--- src/rtl/bcd_display_driver_pkg.sv ---
// ============================================================================
// Module  : alu_disp_pkg
// Brief   : Shared types and 7-segment constants for the display driver.
// Revision: 1.0 - initial release
// ============================================================================
`default_nettype none

package alu_disp_pkg;

  localparam logic [7:0] SEG_BLANK = 8'h00;
  localparam logic [7:0] SEG_DASH  = 8'h40;

  // Segment order {dp,g,f,e,d,c,b,a}, decimal point always off.
  localparam logic [7:0] SEG_DIGIT [10] = '{
    8'h3F, 8'h06, 8'h5B, 8'h4F, 8'h66,
    8'h6D, 8'h7D, 8'h07, 8'h7F, 8'h6F
  };

  typedef enum logic [1:0] {
    IDLE   = 2'd0,
    SHIFT  = 2'd1,
    UPDATE = 2'd2
  } disp_state_t;

endpackage

`default_nettype wire

--- src/rtl/bcd_display_driver_if.sv ---
// ============================================================================
// Module  : bcd_display_driver_if
// Brief   : Request/display bundle between the datapath and the display driver.
// Revision: 1.0 - initial release
// ============================================================================
`default_nettype none

interface bcd_display_driver_if #(
  parameter int WIDTH = 14
);

  logic [WIDTH-1:0] number;
  logic             start;
  logic             busy;
  logic             done;
  logic             ovf;
  logic [7:0]       ss3;
  logic [7:0]       ss2;
  logic [7:0]       ss1;
  logic [7:0]       ss0;

  modport master (
    output number, start,
    input  busy, done, ovf, ss3, ss2, ss1, ss0
  );

  modport slave (
    input  number, start,
    output busy, done, ovf, ss3, ss2, ss1, ss0
  );

endinterface

`default_nettype wire

--- src/rtl/bcd_display_driver_seg7.sv ---
// ============================================================================
// Module  : seg7_digit
// Brief   : Combinational BCD digit to 7-segment encoder with blank control.
// Revision: 1.0 - initial release
// ============================================================================
`default_nettype none

module seg7_digit
  import alu_disp_pkg::*;
(
  input  logic [3:0] bcd_i,
  input  logic       blank_i,
  output logic [7:0] seg_o
);

  // Non-decimal nibbles fall through to blank.
  always_comb begin
    seg_o = SEG_BLANK;
    if (!blank_i) begin
      for (int k = 0; k < 10; k++) begin
        if (bcd_i == 4'(k)) begin
          seg_o = SEG_DIGIT[k];
        end
      end
    end
  end

endmodule

`default_nettype wire

--- src/rtl/bcd_display_driver.sv ---
// ============================================================================
// Module  : bcd_display_driver
// Brief   : Serial binary-to-BCD conversion with registered 7-segment outputs.
// Revision: 1.0 - initial release
// ============================================================================
`default_nettype none

module bcd_display_driver
  import alu_disp_pkg::*;
#(
  parameter int WIDTH    = 14,
  parameter int NDIG     = 4,
  parameter int BLANK_LZ = 1
) (
  input  logic                 clk,
  input  logic                 rst_n,
  bcd_display_driver_if.slave  bus
);

  localparam int BCD_W = 4 * (NDIG + 1);
  localparam int CNT_W = $clog2(WIDTH);

  disp_state_t      state_q, state_d;
  logic [WIDTH-1:0] bin_q, bin_d;
  logic [BCD_W-1:0] bcd_q, bcd_d;
  logic [CNT_W-1:0] cnt_q, cnt_d;
  logic             done_q;
  logic             ovf_q;
  logic [7:0]       seg_q [NDIG];

  logic [4*NDIG-1:0] w_bcd_adj;
  logic [NDIG-1:0]   w_blank;
  logic              w_lead_zero;
  logic              w_ovf;
  logic [7:0]        w_seg_raw [NDIG];
  logic [7:0]        w_seg     [NDIG];

  // Only the displayed digits need the add-3 step; the overflow digit stays
  // below 5 for any 14-bit input and just collects shifted-out carries.
  always_comb begin
    w_bcd_adj = bcd_q[4*NDIG-1:0];
    for (int i = 0; i < NDIG; i++) begin
      if (bcd_q[4*i +: 4] >= 4'd5) begin
        w_bcd_adj[4*i +: 4] = bcd_q[4*i +: 4] + 4'd3;
      end
    end
  end

  always_comb begin
    state_d = state_q;
    bin_d   = bin_q;
    bcd_d   = bcd_q;
    cnt_d   = cnt_q;
    case (state_q)
      IDLE: begin
        if (bus.start) begin
          bin_d   = bus.number;
          bcd_d   = '0;
          cnt_d   = '0;
          state_d = SHIFT;
        end
      end
      SHIFT: begin
        bcd_d = {bcd_q[BCD_W-2 -: 3], w_bcd_adj, bin_q[WIDTH-1]};
        bin_d = {bin_q[WIDTH-2:0], 1'b0};
        cnt_d = cnt_q + CNT_W'(1);
        if (cnt_q == CNT_W'(WIDTH - 1)) begin
          state_d = UPDATE;
        end
      end
      UPDATE: begin
        state_d = IDLE;
      end
      default: begin
        state_d = IDLE;
      end
    endcase
  end

  always_ff @(posedge clk or negedge rst_n) begin
    if (!rst_n) begin
      state_q <= IDLE;
      bin_q   <= '0;
      bcd_q   <= '0;
      cnt_q   <= '0;
    end else begin
      state_q <= state_d;
      bin_q   <= bin_d;
      bcd_q   <= bcd_d;
      cnt_q   <= cnt_d;
    end
  end

  assign w_ovf = |bcd_q[BCD_W-1 -: 4];

  // A digit blanks only while it and every digit above it are zero.
  always_comb begin
    w_blank     = '0;
    w_lead_zero = 1'b1;
    if (BLANK_LZ != 0) begin
      for (int k = NDIG - 1; k >= 1; k--) begin
        w_lead_zero = w_lead_zero && (bcd_q[4*k +: 4] == 4'd0);
        w_blank[k]  = w_lead_zero;
      end
    end
  end

  for (genvar g = 0; g < NDIG; g++) begin : g_digit
    seg7_digit u_seg7 (
      .bcd_i   (bcd_q[4*g +: 4]),
      .blank_i (w_blank[g]),
      .seg_o   (w_seg_raw[g])
    );
    assign w_seg[g] = w_ovf ? SEG_DASH : w_seg_raw[g];
  end

  always_ff @(posedge clk or negedge rst_n) begin
    if (!rst_n) begin
      done_q <= 1'b0;
      ovf_q  <= 1'b0;
      for (int k = 0; k < NDIG; k++) begin
        seg_q[k] <= SEG_BLANK;
      end
    end else begin
      done_q <= (state_q == UPDATE);
      if (state_q == UPDATE) begin
        ovf_q <= w_ovf;
        for (int k = 0; k < NDIG; k++) begin
          seg_q[k] <= w_seg[k];
        end
      end
    end
  end

  assign bus.busy = (state_q != IDLE);
  assign bus.done = done_q;
  assign bus.ovf  = ovf_q;
  assign bus.ss3  = seg_q[3];
  assign bus.ss2  = seg_q[2];
  assign bus.ss1  = seg_q[1];
  assign bus.ss0  = seg_q[0];

endmodule

`default_nettype wire
--- src/flat_wrapper.sv ---
// flat-port wrapper written by rule: the top's interface ports become plain ports
module bcd_display_driver_flat import alu_disp_pkg::*;
#(
  parameter int WIDTH    = 14,
  parameter int NDIG     = 4,
  parameter int BLANK_LZ = 1
)
  (clk, rst_n, bus_number, bus_start, bus_busy, bus_done, bus_ovf, bus_ss3, bus_ss2, bus_ss1, bus_ss0);
  bcd_display_driver_if #(.WIDTH(WIDTH)) bus_i ();
  input  logic clk;
  input  logic rst_n;
  input wire logic [$bits(bus_i.number)-1:0] bus_number;
  input wire logic [$bits(bus_i.start)-1:0] bus_start;
  output wire logic [$bits(bus_i.busy)-1:0] bus_busy;
  output wire logic [$bits(bus_i.done)-1:0] bus_done;
  output wire logic [$bits(bus_i.ovf)-1:0] bus_ovf;
  output wire logic [$bits(bus_i.ss3)-1:0] bus_ss3;
  output wire logic [$bits(bus_i.ss2)-1:0] bus_ss2;
  output wire logic [$bits(bus_i.ss1)-1:0] bus_ss1;
  output wire logic [$bits(bus_i.ss0)-1:0] bus_ss0;
  assign bus_i.number = bus_number;
  assign bus_i.start = bus_start;
  assign bus_busy = bus_i.busy;
  assign bus_done = bus_i.done;
  assign bus_ovf = bus_i.ovf;
  assign bus_ss3 = bus_i.ss3;
  assign bus_ss2 = bus_i.ss2;
  assign bus_ss1 = bus_i.ss1;
  assign bus_ss0 = bus_i.ss0;
  bcd_display_driver #(.WIDTH(WIDTH), .NDIG(NDIG), .BLANK_LZ(BLANK_LZ)) u_core (.clk(clk), .rst_n(rst_n), .bus(bus_i));
endmodule
--- config.mk ---
export PLATFORM = sky130hd
export DESIGN_NAME = bcd_display_driver_flat
export DESIGN_NICKNAME = d
export VERILOG_FILES = /design/src/rtl/bcd_display_driver_pkg.sv /design/src/rtl/bcd_display_driver_if.sv /design/src/rtl/bcd_display_driver_seg7.sv /design/src/rtl/bcd_display_driver.sv /design/src/flat_wrapper.sv
export SDC_FILE = /design/constraint.sdc
export NUM_CORES = 1
export LEC_CHECK = 0
export BUFFER_PORTS_ARGS = -buffer_cell sky130_fd_sc_hd__buf_2
export CAP_MARGIN = 30
export CORE_UTILIZATION = 45
export CTS_BUF_LIST = sky130_fd_sc_hd__clkbuf_4
export DETAILED_ROUTE_END_ITERATION = 6
export PLACE_DENSITY = 0.67
export SYNTH_ARGS = -nofsm -noshare
export SYNTH_HDL_FRONTEND = slang
export SYNTH_SLANG_ARGS = --single-unit
--- constraint.sdc ---
create_clock -name clk -period 1.7 [get_ports clk]
set_input_delay 0.17 -clock clk [delete_from_list [all_inputs] [get_ports clk]]
set_output_delay 0.17 -clock clk [all_outputs]
set_load 0.03 [all_outputs]
* After elaboration in Yosys (flattened, before gate mapping) *
Cells that the tools add are included.

storage, ports and cells
  flip-flop bits (word level) = 74
  bits in latches = 0
  RAM bits = 0
  bits in read-only memories = 0
  input bits = 17
  output and inout bits = 35
  word-level logic and storage cells = 131
  memories = 0

cells by class
  $add $sub $neg = 5
  multiply operators = 0
  div/mod/pow operators = 0
  order comparisons = 4
  equality and inequality tests = 41
  shifts and indexed selects = 0
  mux-type cells = 59
  bitwise logic cells = 0
  reductions and logical operators = 12

operators with widths
  operator               number
  $mux W8                42
  $eq A4 B3 Y1 const B   16
  $pmux W20 S2           1
  $eq A4 B4 Y1 const B   9
  $eq A4 B2 Y1 const B   8
  $pmux W14 S2           1
  $mux W20               1
  $mux W4                5
  $mux W6                3
  $add A4 B2 Y4 const B  4
  $eq A4 B1 Y1 const B   4
  $ge A4 B3 Y1 const B   4
  $logic_not A4 Y1       4
  $mux W14               1
  $pmux W4 S2            1
  $add A4 B1 Y4 const B  1
  $mux W2                2
  $pmux W2 S2            1
  $reduce_and A2 Y1      2
  $reduce_bool A2 Y1     2
  $reduce_or A4 Y1       1
  $mux W3                1
  $eq A2 B1 Y1 const B   1
  $eq A2 B2 Y1 const B   1
  other kinds (4)        5

* Longest topological paths before layout *
  depth after elaboration = 13
  mapped depth = 7
  depth with buffers taken out = 6

* Modules after synthesis *
From an unflattened synthesis, not the netlist that was laid out.

second synthesis, totals
  cells, all modules = 417
  area total of the unflattened synthesis = 4290.4 um^2

by module, submodules not included
  module                                      times used  cells each  area an instance (um^2)  sequential area each (um^2)
  bcd_display_driver                          1           298         3400.8                   1851.8
  seg7_digit at u_core.g_digit[1].u_seg7 ...  3           29          232.7                    0.0
  seg7_digit at u_core.g_digit[0].u_seg7      1           32          191.4                    0.0

* Worst setup path after synthesis *
Ideal clock, no wire load.

  kind = flip-flop to flip-flop
  start = register u_core.bcd_q[12]
  end = register u_core.seg_q (netlist bit u_core.bus.ss1[4])
  library setup time = 0.122 ns
  data arrival time = 1.647 ns
  data required time = 1.578 ns
  setup slack = -0.069 ns
  stages on the path, launching flop included = 7
  path buffers = 0
  period minus slack after synthesis = 1.769 ns
  cells stage by stage = dfrtp_1 > inv_1 > ha_1 > nor3b_1 > and3_1 > nor2_2 > a32o_1

on the way
  word-level cells in the longest chain between the ends = 5

ends and longest elaborated chain
  item                               line                           text
  start, declared                    bcd_display_driver.sv:25       logic [BCD_W-1:0] bcd_q, bcd_d;
  start signal, assigned             bcd_display_driver.sv:84       bcd_q <= '0;
  start signal, assigned             bcd_display_driver.sv:89       bcd_q <= bcd_d;
  $logic_not A4 Y1                   bcd_display_driver.sv:102      w_lead_zero = w_lead_zero && (bcd_q[4*k +: 4] == 4'd0);
  $logic_and A1 B1 Y1 (2 in series)  bcd_display_driver.sv:102
  $mux W8                            bcd_display_driver_seg7.sv:19  if (!blank_i) begin
  $mux W8                            bcd_display_driver.sv:114      assign w_seg[g] = w_ovf ? SEG_DASH : w_seg_raw[g];
  end signal, assigned by index      bcd_display_driver.sv:129      seg_q[k] <= w_seg[k];
  end, declared                      bcd_display_driver.sv:29       logic [7:0] seg_q [NDIG];

No other way between the ends.
A chain may end at the register's enable or synchronous reset.

* Worst setup path in the final report *
  start = register u_core.bcd_q[16]
  end = register u_core.seg_q (netlist bit u_core.bus.ss2[4])

on the way
  word-level cells in the longest chain between the ends = 2

ends and longest elaborated chain
  item              line                       text
  $reduce_or A4 Y1  bcd_display_driver.sv:94   assign w_ovf = |bcd_q[BCD_W-1 -: 4];
  $mux W8           bcd_display_driver.sv:114

No other way between the ends.

==> results.ini <==
[status]
status=completed

[worst_setup_path]
path_max_fanout=6
critPathLaunch=u_core.bcd_q[16]$_DFFE_PN0P_
critPathLaunchType=flip-flop
crit_arrival_ps=2040
critPathKind=flip-flop to flip-flop
r2r_start=u_core.bcd_q[16]$_DFFE_PN0P_
reg2reg_depth=4
critPathRequiredTime_ps=2060
end_kind=flip-flop

[timing]
grt_setup_unrepaired=true
worstMarginPinSlew_ps=781
setup_violations=0
fin_tns_setup_ps=0
drv_slew=0
hold_violations=0
skew_ps=11.7
relSlewSlack=0.478
fin_crit_ps=1670
period_share=0.983
fmax_ghz=0.598

[routing]
routedWlPerCell_um=14.8
wl_met3_um=354
top_layer=met4
vias=3467
wl_met2_mm=4.53
route.detailed.drc=0
drt_wl_total_mm=9.22
drt_iter0_markers=186
drt_pre_antenna_iters=4
antenna_left=0
met1_length_mm=4.23
vias_per_cell=5.57

[placement]
placed_cell_area_um2=4630
globalplace.congestion=0.862
numPortBuffers=47
hpwl_mm=6.14

[clocking]
clk_latency_ps=420
clk_pin_slew_ps=120
cts.sinks=70
htree_levels=3
cts-root-buf=clkbuf_4
cts_tree=built
cts_max_path_buffers=2
cts_made_buffers=9

[global_route]
overflow=0
grt_max_degree=71
grt_pass1_vias=3388
grt_pass1_wl_mm=15.9
antenna_found_initial=0
grt_use_total=0.206

[power_and_ir_drop]
p_comb_frac=0.586
p_seq_frac=0.290
p_sw_mw=4.25
power_leakage_nw=2.33
vdd.ir_drop.worst_mv=0.672
cellPowerDensity_nw_per_um2=1960
netSwitchingFraction=0.434
p_clk_frac=0.124
p_int_mw=5.55

[final_layout]
antennaDiodeCount=0
design_area_um2=4990
drive_gt1_frac=0.293
fin_nets=548
syn2layout_area_growth_pct=23.3

[logic_synthesis]
yosys_warnings=0
ys_ff_latch=70
synthCells=436
synth-main-ff-cell=dfrtp_1
synth_cell_types=56
avgSynthCellArea_um2=9.29
yosysTopAreaCellShare=0.433
async_flop_share=1.00
synth_area_um2=4050
synth.top_cells.by_area=dfrtp_1, ha_1, o21ai_0
synth_edf_count=0
synth-seq-area-share=0.433
yosys.area.top_type=dfrtp_1

[floorplanning]
dieWidth_um=96.9
die-area_um2=9380
start_util=0.464
io_pins=52
design.core.area_um2=8720
placementRows=34
die_y_um=96.9

[worst_hold_path]
whs_path_depth=3
hold_path_class=input pin to flip-flop
worstHoldStart=bus_number[1]

[run]
max-cap-violations=0

per-stage QoR:
stage | util | hold slack (ps) | std cells | worst slack [ps] | power (mW)
after floorplan | - | -126 | 439 | 5.62 | 6.56
after global placement | 0.531 | 224 | 598 | 45.2 | 8.01
after detailed placement | 0.531 | 230 | 598 | -6.24 | 8.17
after CTS | 0.556 | 39.2 | 619 | 0.410 | 9.50
after global routing | 0.572 | 45.8 | 623 | -38.8 | 10.6
final | 0.572 | 52.1 | 623 | 28.1 | 9.80
flip-flops by register name (all words and copies together), names as in the netlist:
register,flops
u_core.bus.done,1
u_core.bus.ss2,7
u_core.bus.ss3,7
u_core.bcd_q,20
u_core.bus.ss0,7
u_core.bus.ovf,1
u_core.bin_q,14
u_core.bus.ss1,7
u_core.state_q,2
u_core.cnt_q,4
layout make-up:
class | count | area, um2
tap | 108 | 135
multi-input combinational | 314 | 2190
inverter | 16 | 60.1
fill | 744 | 3730
timing repair buffer | 99 | 698
clock inverter | 6 | 76.3
clock buffer | 10 | 75.1
sequential | 70 | 1750
worst paths after layout:
check | end | slack [ps]
setup reg to reg | u_core.bus.ss2[4]$_DFFE_PN0P_ | 30
max in group asynchronous | u_core.state_q[0]$_DFFE_PN0P_ | 1090
hold / removal | u_core.bin_q[1]$_DFFE_PN0P_ | 50
min in group asynchronous | u_core.bus.ovf$_DFFE_PN0P_ | 280
setup / recovery | u_core.bus.ss2[4]$_DFFE_PN0P_ | 30
hold reg to reg | u_core.bus.ss1[2]$_DFFE_PN0P_ | 480
what timing repair did:
| item | CTS | global route |
|---|---|---|
| resized for setup | 6 | 31 |
| endpoints found under the setup margin | 6 | 28 |
| endpoints found under the hold margin | 70 | 0 |
| buffers inserted | 4 | 3 |
| pin swaps | 2 | 6 |
| hold buffers | 1 | 0 |
| cloned | 0 | 1 |
cells by family after synthesis:
| logic type | count (synthesis) | share of synthesized area |
|---|---|---|
| AOI/OAI and AO/OA | 159 | 0.265 |
| xor gates and xnor gates | 9 | 0.0195 |
| adders and majority gates | 21 | 0.0649 |
| buffers and inverters | 55 | 0.0550 |
| DFF | 70 | 0.433 |
| muxes | 5 | 0.0136 |
| other | 1 | 0.000926 |
| and+or+nand+nor | 116 | 0.149 |
power by group through the flow:
stage	Combinational [mW]	Sequential, mW	Clock (mW)
final	5.74	2.84	1.21
after global routing	6.31	2.94	1.31
after CTS	5.45	2.81	1.24
after detailed placement	5.33	2.84	0
after global placement	5.19	2.82	0
after floorplan	3.42	3.13	0
critical path, cell delays in order, from the launching register on:
cell and delay (ps):
dfrtp_1 400, or4_4 580, or2_4 300, nor2_4 150
a32o_1 190
synthesized netlist by cell type (4+ instances only):
| cell type | instances |
|---|---|
| a21o_1 | 4 |
| a21oi_1 | 24 |
| a22o_1 | 21 |
| a22oi_1 | 7 |
| a32o_1 | 7 |
| buf_4 | 4 |
| clkbuf_1 | 31 |
| dfrtp_1 | 70 |
| ha_1 | 21 |
| inv_1 | 16 |
| mux2_2 | 4 |
| nand2_1 | 38 |
| nand2b_1 | 15 |
| nand3_1 | 6 |
| nor2_1 | 21 |
| nor2b_1 | 8 |
| nor3b_1 | 11 |
| o21ai_0 | 45 |
| o22ai_1 | 12 |
| o31ai_1 | 8 |
| o32ai_1 | 4 |
| or2_2 | 4 |
| xnor2_1 | 4 |
| xor2_1 | 5 |
placed cells by master, fill, tap and decap left out, types with 8 or more instances in the layout:
cell type,count
nand2_1,38
dfrtp_1,69
buf_2,46
a21oi_1,21
o22ai_1,12
ha_2,9
nor2b_1,8
o21ai_0,42
nor3b_1,8
nand2b_1,14
clkbuf_4,11
a22o_1,21
inv_1,12
ha_1,10
o31ai_1,8
nor2_1,21
buf_4,46
per-layer routing:
| metal | GRT usage | vias up |
|---|---|---|
| met5 | 0 | - |
| met1 | 0.271 | 1671 |
| met4 | 0.0792 | 0 |
| li1 | - | 1711 |
| met3 | 0.0448 | 10 |
| met2 | 0.333 | 75 |
No activity file was read; power rests on OpenSTA's default activity.
